## src/rtl/cone_vector_sequencer_pkg.sv

```systemverilog
// Shared definitions for the cone vector sequencer.
// Holds the default cone/accumulator widths, the derived toggle-count width
// and the sequencer state encoding.
package cone_vector_sequencer_pkg;

  localparam int unsigned DEF_IN_W  = 35;
  localparam int unsigned DEF_OUT_W = 14;
  localparam int unsigned DEF_ACC_W = 24;
  localparam int unsigned DEF_TOG_W = $clog2(DEF_OUT_W + 1);

  typedef logic [1:0] state_t;

  localparam state_t ST_IDLE    = 2'd0;
  localparam state_t ST_SETTLE  = 2'd1;
  localparam state_t ST_CAPTURE = 2'd2;
  localparam state_t ST_REPORT  = 2'd3;

endpackage

```

## src/rtl/cone_vector_sequencer_popcount_tree.sv

```systemverilog
// popcount_tree: purely combinational population count built as a balanced
// adder tree by recursive halving.
// Ports:
//   i_vec  in  W             bits to count
//   o_cnt  out clog2(W+1)    number of set bits in i_vec
module popcount_tree #(
  parameter int unsigned W = 14,
  localparam int unsigned CW = $clog2(W + 1)
) (
  input  logic [W-1:0]  i_vec,
  output logic [CW-1:0] o_cnt
);

  generate
    if (W == 1) begin : g_leaf
      assign o_cnt = i_vec;
    end else begin : g_node
      localparam int unsigned LW  = W / 2;
      localparam int unsigned HW  = W - LW;
      localparam int unsigned LCW = $clog2(LW + 1);
      localparam int unsigned HCW = $clog2(HW + 1);

      logic [LCW-1:0] w_lo;
      logic [HCW-1:0] w_hi;

      popcount_tree #(.W(LW)) u_lo (
        .i_vec (i_vec[LW-1:0]),
        .o_cnt (w_lo)
      );

      popcount_tree #(.W(HW)) u_hi (
        .i_vec (i_vec[W-1:LW]),
        .o_cnt (w_hi)
      );

      // Each half count is at most W, so CW bits always hold the sum.
      assign o_cnt = CW'(w_lo) + CW'(w_hi);
    end
  endgenerate

endmodule

```

## src/rtl/cone_vector_sequencer.sv

```systemverilog
// cone_vector_sequencer: drives stimulus vectors into a combinational cone,
// holds them for SETTLE cycles, captures the cone outputs and reports the
// Hamming distance to the previous capture plus a saturating running total.
// Ports:
//   i_clk, i_rst_n           clock, asynchronous active-low reset
//   i_in_valid/o_in_ready    stimulus handshake, i_in_vec stimulus vector
//   o_cut_in / i_cut_out     registered cone drive / cone response
//   o_res_valid/i_res_ready  result handshake
//   o_res_vec, o_res_tog     captured outputs and their toggle count
//   o_acc_tog                saturating toggle total, i_clr_acc clears it
//   o_busy                   high outside IDLE
module cone_vector_sequencer
  import cone_vector_sequencer_pkg::*;
#(
  parameter int unsigned IN_W   = DEF_IN_W,
  parameter int unsigned OUT_W  = DEF_OUT_W,
  parameter int unsigned SETTLE = 2,
  parameter int unsigned ACC_W  = DEF_ACC_W,
  localparam int unsigned TOG_W = $clog2(OUT_W + 1)
) (
  input  logic             i_clk,
  input  logic             i_rst_n,
  input  logic             i_in_valid,
  output logic             o_in_ready,
  input  logic [IN_W-1:0]  i_in_vec,
  output logic [IN_W-1:0]  o_cut_in,
  input  logic [OUT_W-1:0] i_cut_out,
  output logic             o_res_valid,
  input  logic             i_res_ready,
  output logic [OUT_W-1:0] o_res_vec,
  output logic [TOG_W-1:0] o_res_tog,
  output logic [ACC_W-1:0] o_acc_tog,
  input  logic             i_clr_acc,
  output logic             o_busy
);

  localparam logic [3:0] SETTLE_INIT = 4'(SETTLE - 1);

  state_t           r_state;
  logic [3:0]       r_cnt;
  logic [IN_W-1:0]  r_cut_in;
  logic [OUT_W-1:0] r_res_vec;
  logic [TOG_W-1:0] r_res_tog;
  logic [ACC_W-1:0] r_acc_tog;
  logic [OUT_W-1:0] r_prev_cap;
  logic             r_res_valid;

  logic [OUT_W-1:0] w_diff;
  logic [TOG_W-1:0] w_pop;
  logic [ACC_W-1:0] w_acc_base;
  logic [ACC_W:0]   w_acc_sum;
  logic [ACC_W-1:0] w_acc_next;

  assign w_diff = i_cut_out ^ r_prev_cap;

  popcount_tree #(.W(OUT_W)) u_popcount (
    .i_vec (w_diff),
    .o_cnt (w_pop)
  );

  // A clear coinciding with a capture restarts the total from this capture.
  assign w_acc_base = i_clr_acc ? '0 : r_acc_tog;
  assign w_acc_sum  = {1'b0, w_acc_base} + (ACC_W + 1)'(w_pop);
  assign w_acc_next = w_acc_sum[ACC_W] ? '1 : w_acc_sum[ACC_W-1:0];

  always_ff @(posedge i_clk or negedge i_rst_n) begin
    if (!i_rst_n) begin
      r_state     <= ST_IDLE;
      r_cnt       <= '0;
      r_cut_in    <= '0;
      r_res_vec   <= '0;
      r_res_tog   <= '0;
      r_acc_tog   <= '0;
      r_prev_cap  <= '0;
      r_res_valid <= 1'b0;
    end else begin
      case (r_state)
        ST_IDLE: begin
          if (i_in_valid) begin
            r_cut_in <= i_in_vec;
            r_cnt    <= SETTLE_INIT;
            r_state  <= ST_SETTLE;
          end
        end
        ST_SETTLE: begin
          if (r_cnt == 4'd0) begin
            r_state <= ST_CAPTURE;
          end else begin
            r_cnt <= r_cnt - 4'd1;
          end
        end
        ST_CAPTURE: begin
          r_res_vec   <= i_cut_out;
          r_res_tog   <= w_pop;
          r_prev_cap  <= i_cut_out;
          r_acc_tog   <= w_acc_next;
          r_res_valid <= 1'b1;
          r_state     <= ST_REPORT;
        end
        ST_REPORT: begin
          if (i_res_ready) begin
            r_res_valid <= 1'b0;
            r_state     <= ST_IDLE;
          end
        end
        default: r_state <= ST_IDLE;
      endcase

      if (i_clr_acc && (r_state != ST_CAPTURE)) begin
        r_acc_tog  <= '0;
        r_prev_cap <= '0;
      end
    end
  end

  assign o_in_ready  = (r_state == ST_IDLE);
  assign o_busy      = (r_state != ST_IDLE);
  assign o_cut_in    = r_cut_in;
  assign o_res_valid = r_res_valid;
  assign o_res_vec   = r_res_vec;
  assign o_res_tog   = r_res_tog;
  assign o_acc_tog   = r_acc_tog;

endmodule

```

## config.mk

```make
export PLATFORM = sky130hd
export DESIGN_NAME = cone_vector_sequencer
export DESIGN_NICKNAME = d
export VERILOG_FILES = /design/src/rtl/cone_vector_sequencer_pkg.sv /design/src/rtl/cone_vector_sequencer_popcount_tree.sv /design/src/rtl/cone_vector_sequencer.sv
export SDC_FILE = /design/constraint.sdc
export NUM_CORES = 1
export LEC_CHECK = 0
export CAP_MARGIN = 20
export CORE_MARGIN = 2
export CORE_UTILIZATION = 44
export DETAILED_ROUTE_END_ITERATION = 6
export PLACE_DENSITY = 0.85
export SLEW_MARGIN = 10
export SYNTH_ARGS = -nofsm -noshare
export SYNTH_HDL_FRONTEND = slang
export SYNTH_HIERARCHICAL = 1
export SYNTH_SLANG_ARGS = --single-unit
```

## constraint.sdc

```tcl
create_clock -name i_clk -period 3.75 [get_ports i_clk]
set_input_delay 0.375 -clock i_clk [delete_from_list [all_inputs] [get_ports i_clk]]
set_output_delay 0.375 -clock i_clk [all_outputs]
set_load 0.005 [all_outputs]
```

* Yosys cells after proc, flatten, opt, wreduce, memory -nomap -nowiden *
Cells that the tools add are included.

storage, ports and cells
  register bits = 98
  input port bits = 54
  output and inout bits = 80
  logic and storage cells = 58

cells by class
  $add $sub $neg = 15
  equal/unequal tests = 8
  muxes and demuxes = 15
  bitwise logic cells = 1
  reductions and logical operators = 11

operators by type and width
  operator                                                            number
  24-bit 2-to-1 mux                                                   4
  14-bit 2-to-1 mux                                                   2
  24-bit by 4-bit adder with 25-bit output                            1
  14-bit XOR                                                          1
  1-bit by 1-bit adder with 2-bit output                              6
  2-bit != test, second input constant                                5
  4-bit 2-to-1 mux                                                    2
  2-bit case mux with 4 select lines                                  1
  4-bit case mux with 2 select lines                                  1
  2-bit nonzero test                                                  4
  2-bit by 2-bit adder with 3-bit output                              2
  2-bit by 3-bit adder with 3-bit output                              2
  2-bit 2-to-1 mux                                                    3
  3-bit AND reduction                                                 2
  1-bit by 2-bit adder with 2-bit output                              2
  3-bit by 3-bit adder with 4-bit output                              1
  2-bit == test, second input constant                                2
  4-bit logical NOT                                                   1
  2-bit AND reduction                                                 2
  4-bit by 1-bit subtractor with 4-bit output, second input constant  1
  2-bit by 1-bit == test with 1-bit output, second input constant     1
  2-bit logical NOT                                                   1
  1-bit case mux with 2 select lines                                  1
  1-bit logical AND                                                   1
  1-bit 2-to-1 mux                                                    1

* Logic depth before layout (Yosys ltp) *
  word-level depth = 9
  gate-level depth with buffers = 19
  depth with buffers taken out = 18

* By module *
Netlist, hierarchy kept.

modules (own cells, without submodules)
  module                                                                           times used  cells each  area an instance (um^2)  sequential area each (um^2)
  cone_vector_sequencer                                                            1           358         4435.5                   2452.4
  popcount_tree at u_popcount.g_node.u_hi ...                                      2           7           56.3                     0.0
  popcount_tree at u_popcount.g_node.u_hi.g_node.u_hi.g_node.u_hi.g_node.u_hi ...  14          1           7.5                      0.0
  popcount_tree at u_popcount.g_node.u_hi.g_node.u_hi ...                          2           7           51.3                     0.0
  popcount_tree at u_popcount                                                      1           12          95.1                     0.0
  popcount_tree at u_popcount.g_node.u_hi.g_node.u_hi.g_node.u_hi ...              6           1           12.5                     0.0
  popcount_tree at u_popcount.g_node.u_hi.g_node.u_lo ...                          2           2           21.3                     0.0

* Worst setup path before layout *
No wires, ideal clock.

  path type = input -> register
  from = in i_cut_out[3]
  to = reg r_acc_tog[18] (netlist: o_acc_tog[18])
  library setup time = 0.125 ns
  data arrival time = 4.036 ns
  data required time = 3.625 ns
  path slack = -0.411 ns
  stages = 19
  buffers on the path = 1
  cells stage by stage = xor2_1 > buf_4 > ha_1 > ha_1 > inv_1 > fa_1 > inv_1 > inv_1 > fa_1 > inv_1 > inv_1 > fa_1 > inv_1 > fa_1 > nand3_1 > and2_1 > nor2_1 > nand4b_1 > mux2_2

on the way
  longest elaborated chain between the ends = 9

ends and longest elaborated chain
  item                                                            line                                       RTL
  from (decl)                                                     cone_vector_sequencer.sv:27                input logic [OUT_W-1:0] i_cut_out,
  14-bit XOR                                                      cone_vector_sequencer.sv:54                assign w_diff = i_cut_out ^ r_prev_cap;
  net u_popcount.g_node.u_lo.g_node.u_hi.g_node.u_lo.g_node.w_lo  cone_vector_sequencer_popcount_tree.sv:23  logic [LCW-1:0] w_lo;
  1-bit by 1-bit adder with 2-bit output                          cone_vector_sequencer_popcount_tree.sv:37  assign o_cnt = CW'(w_lo) + CW'(w_hi);
  net u_popcount.g_node.u_lo.g_node.u_hi.g_node.w_lo[0]           cone_vector_sequencer_popcount_tree.sv:23
  2-bit by 2-bit adder with 3-bit output                          cone_vector_sequencer_popcount_tree.sv:37
  net u_popcount.g_node.u_lo.g_node.w_hi[1]                       cone_vector_sequencer_popcount_tree.sv:24  logic [HCW-1:0] w_hi;
  2-bit by 3-bit adder with 3-bit output                          cone_vector_sequencer_popcount_tree.sv:37
  net u_popcount.g_node.w_lo[1]                                   cone_vector_sequencer_popcount_tree.sv:23
  3-bit by 3-bit adder with 4-bit output                          cone_vector_sequencer_popcount_tree.sv:37
  net w_pop[1]                                                    cone_vector_sequencer.sv:49                logic [TOG_W-1:0] w_pop;
  24-bit by 4-bit adder with 25-bit output                        cone_vector_sequencer.sv:63                assign w_acc_sum = {1'b0, w_acc_base} + (ACC_W + 1)'(w_pop);
  24-bit 2-to-1 mux                                               cone_vector_sequencer.sv:64                assign w_acc_next = w_acc_sum[ACC_W] ? '1 : w_acc_sum[ACC_W-1:0];
  24-bit 2-to-1 mux                                               cone_vector_sequencer.sv:77                case (r_state)
  24-bit 2-to-1 mux                                               cone_vector_sequencer.sv:109               if (i_clr_acc && (r_state != ST_CAPTURE)) begin
  to (signal assigned)                                            cone_vector_sequencer.sv:96                r_acc_tog <= w_acc_next;
  to (decl)                                                       cone_vector_sequencer.sv:44                logic [ACC_W-1:0] r_acc_tog;

The timed path passes the listed nets, and every way through them passes these cells. The select of a mux whose other input is x is not followed.
A chain may end at the register's enable or synchronous reset.

* Worst setup path in the final report *
  from = reg r_prev_cap[6]
  to = reg r_acc_tog[18] (netlist: o_acc_tog[18])

on the way
  longest elaborated chain between the ends = 9

ends and longest elaborated chain
  item                                                   line                                       RTL
  from (decl)                                            cone_vector_sequencer.sv:45                logic [OUT_W-1:0] r_prev_cap;
  from (signal assigned)                                 cone_vector_sequencer.sv:95                r_prev_cap <= i_cut_out;
  14-bit XOR                                             cone_vector_sequencer.sv:54
  net w_diff[6]                                          cone_vector_sequencer.sv:48                logic [OUT_W-1:0] w_diff;
  1-bit by 1-bit adder with 2-bit output                 cone_vector_sequencer_popcount_tree.sv:37
  net u_popcount.g_node.u_lo.g_node.u_hi.g_node.w_hi[0]  cone_vector_sequencer_popcount_tree.sv:24
  2-bit by 2-bit adder with 3-bit output                 cone_vector_sequencer_popcount_tree.sv:37
  net u_popcount.g_node.u_lo.g_node.w_hi[1]              cone_vector_sequencer_popcount_tree.sv:24
  2-bit by 3-bit adder with 3-bit output                 cone_vector_sequencer_popcount_tree.sv:37
  net u_popcount.g_node.w_lo[1]                          cone_vector_sequencer_popcount_tree.sv:23
  3-bit by 3-bit adder with 4-bit output                 cone_vector_sequencer_popcount_tree.sv:37
  net w_pop[1]                                           cone_vector_sequencer.sv:49
  24-bit by 4-bit adder with 25-bit output               cone_vector_sequencer.sv:63
  24-bit 2-to-1 mux                                      cone_vector_sequencer.sv:64
  24-bit 2-to-1 mux                                      cone_vector_sequencer.sv:77
  24-bit 2-to-1 mux                                      cone_vector_sequencer.sv:109

The timed path passes the listed nets, and every way through them passes these cells. The select of a mux whose other input is x is not followed.

==> metrics <==
CP bufs+invs=6; # rows=38; # nets final=671; post-synthesis mux area share=0.126; worst min-delay path category=in2async; Detail Placement HPWL=8300 um; DIE HEIGHT=110 um; crit path time final=4.05 ns; critical path startpoint category=flip-flop; Routed Wire Length=12500 um; cells after synthesis=422; Synth Area in Simple Gates=0.101; drt pass-1 iters=4; xor/xnor share of the synthesized area=0.0617; complex-gate fraction of the synthesized area=0.0771; die extent in x=110 um; post-synth cell types=45; RSZ-0062 raised after global routing=yes; CP required=3.99 ns; final hold vios=0; ant diodes=0; CP Class=reg2reg; DR vias=3760; Mean Syn Cell Area=11.8 um^2; root buf cell=clkbuf_16; Top FF cell, synth=dfrtp_1; worst path cell trace=xor2_2 -> ha_4 -> ha_4 -> inv_2 -> fa_1 -> inv_1 -> inv_2 -> fa_2 -> inv_2 -> inv_1 -> fa_2 -> inv_4 -> fa_2 -> nand3_4 -> and2_4 -> nor2_2 -> nand4b_1 -> mux2_4; Routed wire per std cell=17.1 um; ys async rst share=1.00; total track usage=0.211; flop and latch count out of synthesis=98; Via-to-Cell Ratio=5.14; Post-synth EDFFs=0; status=finished, violations left; Final Cycle Share=1.08; Initial DRC Count=129; largest net degree at the start of global routing=84; # clock sinks=98; DRT antenna net count=0; headroom to the max-slew limit=0.292; Max-Cap Viols=0; Final WS setup=-0.298 ns; gp weighted congestion=0.836; P&R area growth vs syn=52.2%; skew final=0.0104 ns; Starting Density=0.454; worst slew pin tran=1.06 ns; crit path DAT=4.29 ns; number of global-route vias before repair=4030; layout cells sized above 1=0.343; CTS tree=yes; syn_nets=507; yosys warns=6; first-pass GRT wire length=19600 um; pre-CTS WS=-0.852 ns; post-synthesis instance area=4970 um^2; die area=12200 um^2; main combinational cell family by area after synthesis=multiplexers; clk buf depth=2; R2R cell count=18; # IOs=134; CP max stage cell=fa_2; Port Buf Inserts=133; Worst-Skew Late Latency=0.35 ns; CTS clk-pin slew, worst paths=0.07 ns; Slew Limit Fails=0; Top Family by Delay on Critical Path=adder cells; total gr overflow=0; CP Depth=18; most frequent cells in the layout=clkdlybuf4s50_1, dfrtp_1, mux2_2; failing checks=negative setup slack; Fmax=0.247 GHz; CP Capture Type=flip-flop; # DRC=0; leading cell type in the layout, fill and taps excluded=clkdlybuf4s50_1; H-tree depth=3; total CTS buffers=9; final setup vio count=24; Core Region=10900 um^2; sequential fraction of the synthesis area=0.494; number of antenna violations at the first check in global routing=0; adder-cell share of the synthesized area=0.0871; max incr delay on CP=0.54 ns; CP max FO=4
==> per-layer routing <==
| layer | GRT usage | share of wire | vias up |
|---|---|---|---|
| met5 | 0 | 0 | - |
| met4 | 0.0759 | 0.015 | 0 |
| met3 | 0.0588 | 0.057 | 13 |
| met2 | 0.369 | 0.52 | 110 |
| met1 | 0.249 | 0.41 | 1880 |
| li1 | - | - | 1757 |
==> through the flow <==
step	setup TNS [ns]	area [um^2]	utilization	std cells	hold WS, ns
2_1_floorplan	-0.779	5190	-	422	0.0794
6_report	-5.53	7560	0.692	731	0.463
4_1_cts	-3.36	7330	0.671	720	0.265
3_3_place_gp	-14.82	6750	0.617	696	0.487
3_5_place_dp	-18.00	6750	0.617	696	0.495
5_1_grt	-8.53	7560	0.692	731	0.509
==> Yosys cell counts (3+ instances only) <==
master,n,area [um^2]
nand4_1,5,31.3
ha_1,25,313
nor2b_1,9,56.3
and3_2,6,45.0
fa_1,6,120
xor2_1,21,184
nor3_1,5,25.0
xnor2_1,14,123
dfrtp_1,98,2450
nand3_1,9,45.0
a22o_1,14,123
a211oi_1,3,22.5
nand2_1,18,67.6
buf_4,14,105
mux2_2,54,608
o21ai_0,25,125
a21oi_1,4,20.0
clkbuf_1,7,26.3
nand2b_1,4,25.0
nor2_1,19,71.3
inv_1,29,109
==> cell families after synthesis <==
kind of cell             after synthesis
adder cells (fa/ha/maj)               31
buffers and inverters                 55
multiplexers                          56
flip-flops                            98
AO/OA/AOI/OAI                         57
AND/OR/NAND/NOR                       90
XOR/XNOR                              35
==> layout make-up <==
cell class	count	area, um^2
clock inverters	4	50.0
inverters	29	111
multi-input cells	269	2790
well taps	140	175
flip-flops and latches	98	2450
clock buffers	12	256
repair buffers	179	1730
fillers	762	3370
==> sequential cells by signal, summed over array words and instances, names as in the netlist <==
| register | flops |
|---|---|
| r_state | 2 |
| o_cut_in | 35 |
| o_res_valid | 1 |
| o_res_tog | 4 |
| r_cnt | 4 |
| o_acc_tog | 24 |
| o_res_vec | 14 |
| r_prev_cap | 14 |
==> worst paths after layout <==
check	to	slack, ns	startpoint
setup / recovery	o_acc_tog[18]$_DFFE_PN0P_	-0.30	r_prev_cap[6]$_DFFE_PN0P_
hold / removal	o_cut_in[28]$_DFFE_PN0P_	0.46	i_rst_n
setup reg to reg	o_acc_tog[18]$_DFFE_PN0P_	-0.30	r_prev_cap[6]$_DFFE_PN0P_
hold reg to reg	o_cut_in[29]$_DFFE_PN0P_	0.50	o_cut_in[29]$_DFFE_PN0P_
max in group asynchronous	o_acc_tog[1]$_DFFE_PN0P_	2.43	i_rst_n
min in group i_clk	o_res_vec[13]$_DFFE_PN0P_	0.50	i_cut_out[13]
==> repair_timing <==
action	in CTS	in global routing
hold endpoints to repair	0	22
hold buffers	0	1
setup buffers	8	8
pin swaps	29	26
gates cloned	0	1
resized for setup	57	25
setup endpoints to repair	24	24
Power is left out: the tool's default activity adds up to more than one toggle a clock period on the data nets, which glitch-free logic cannot reach.
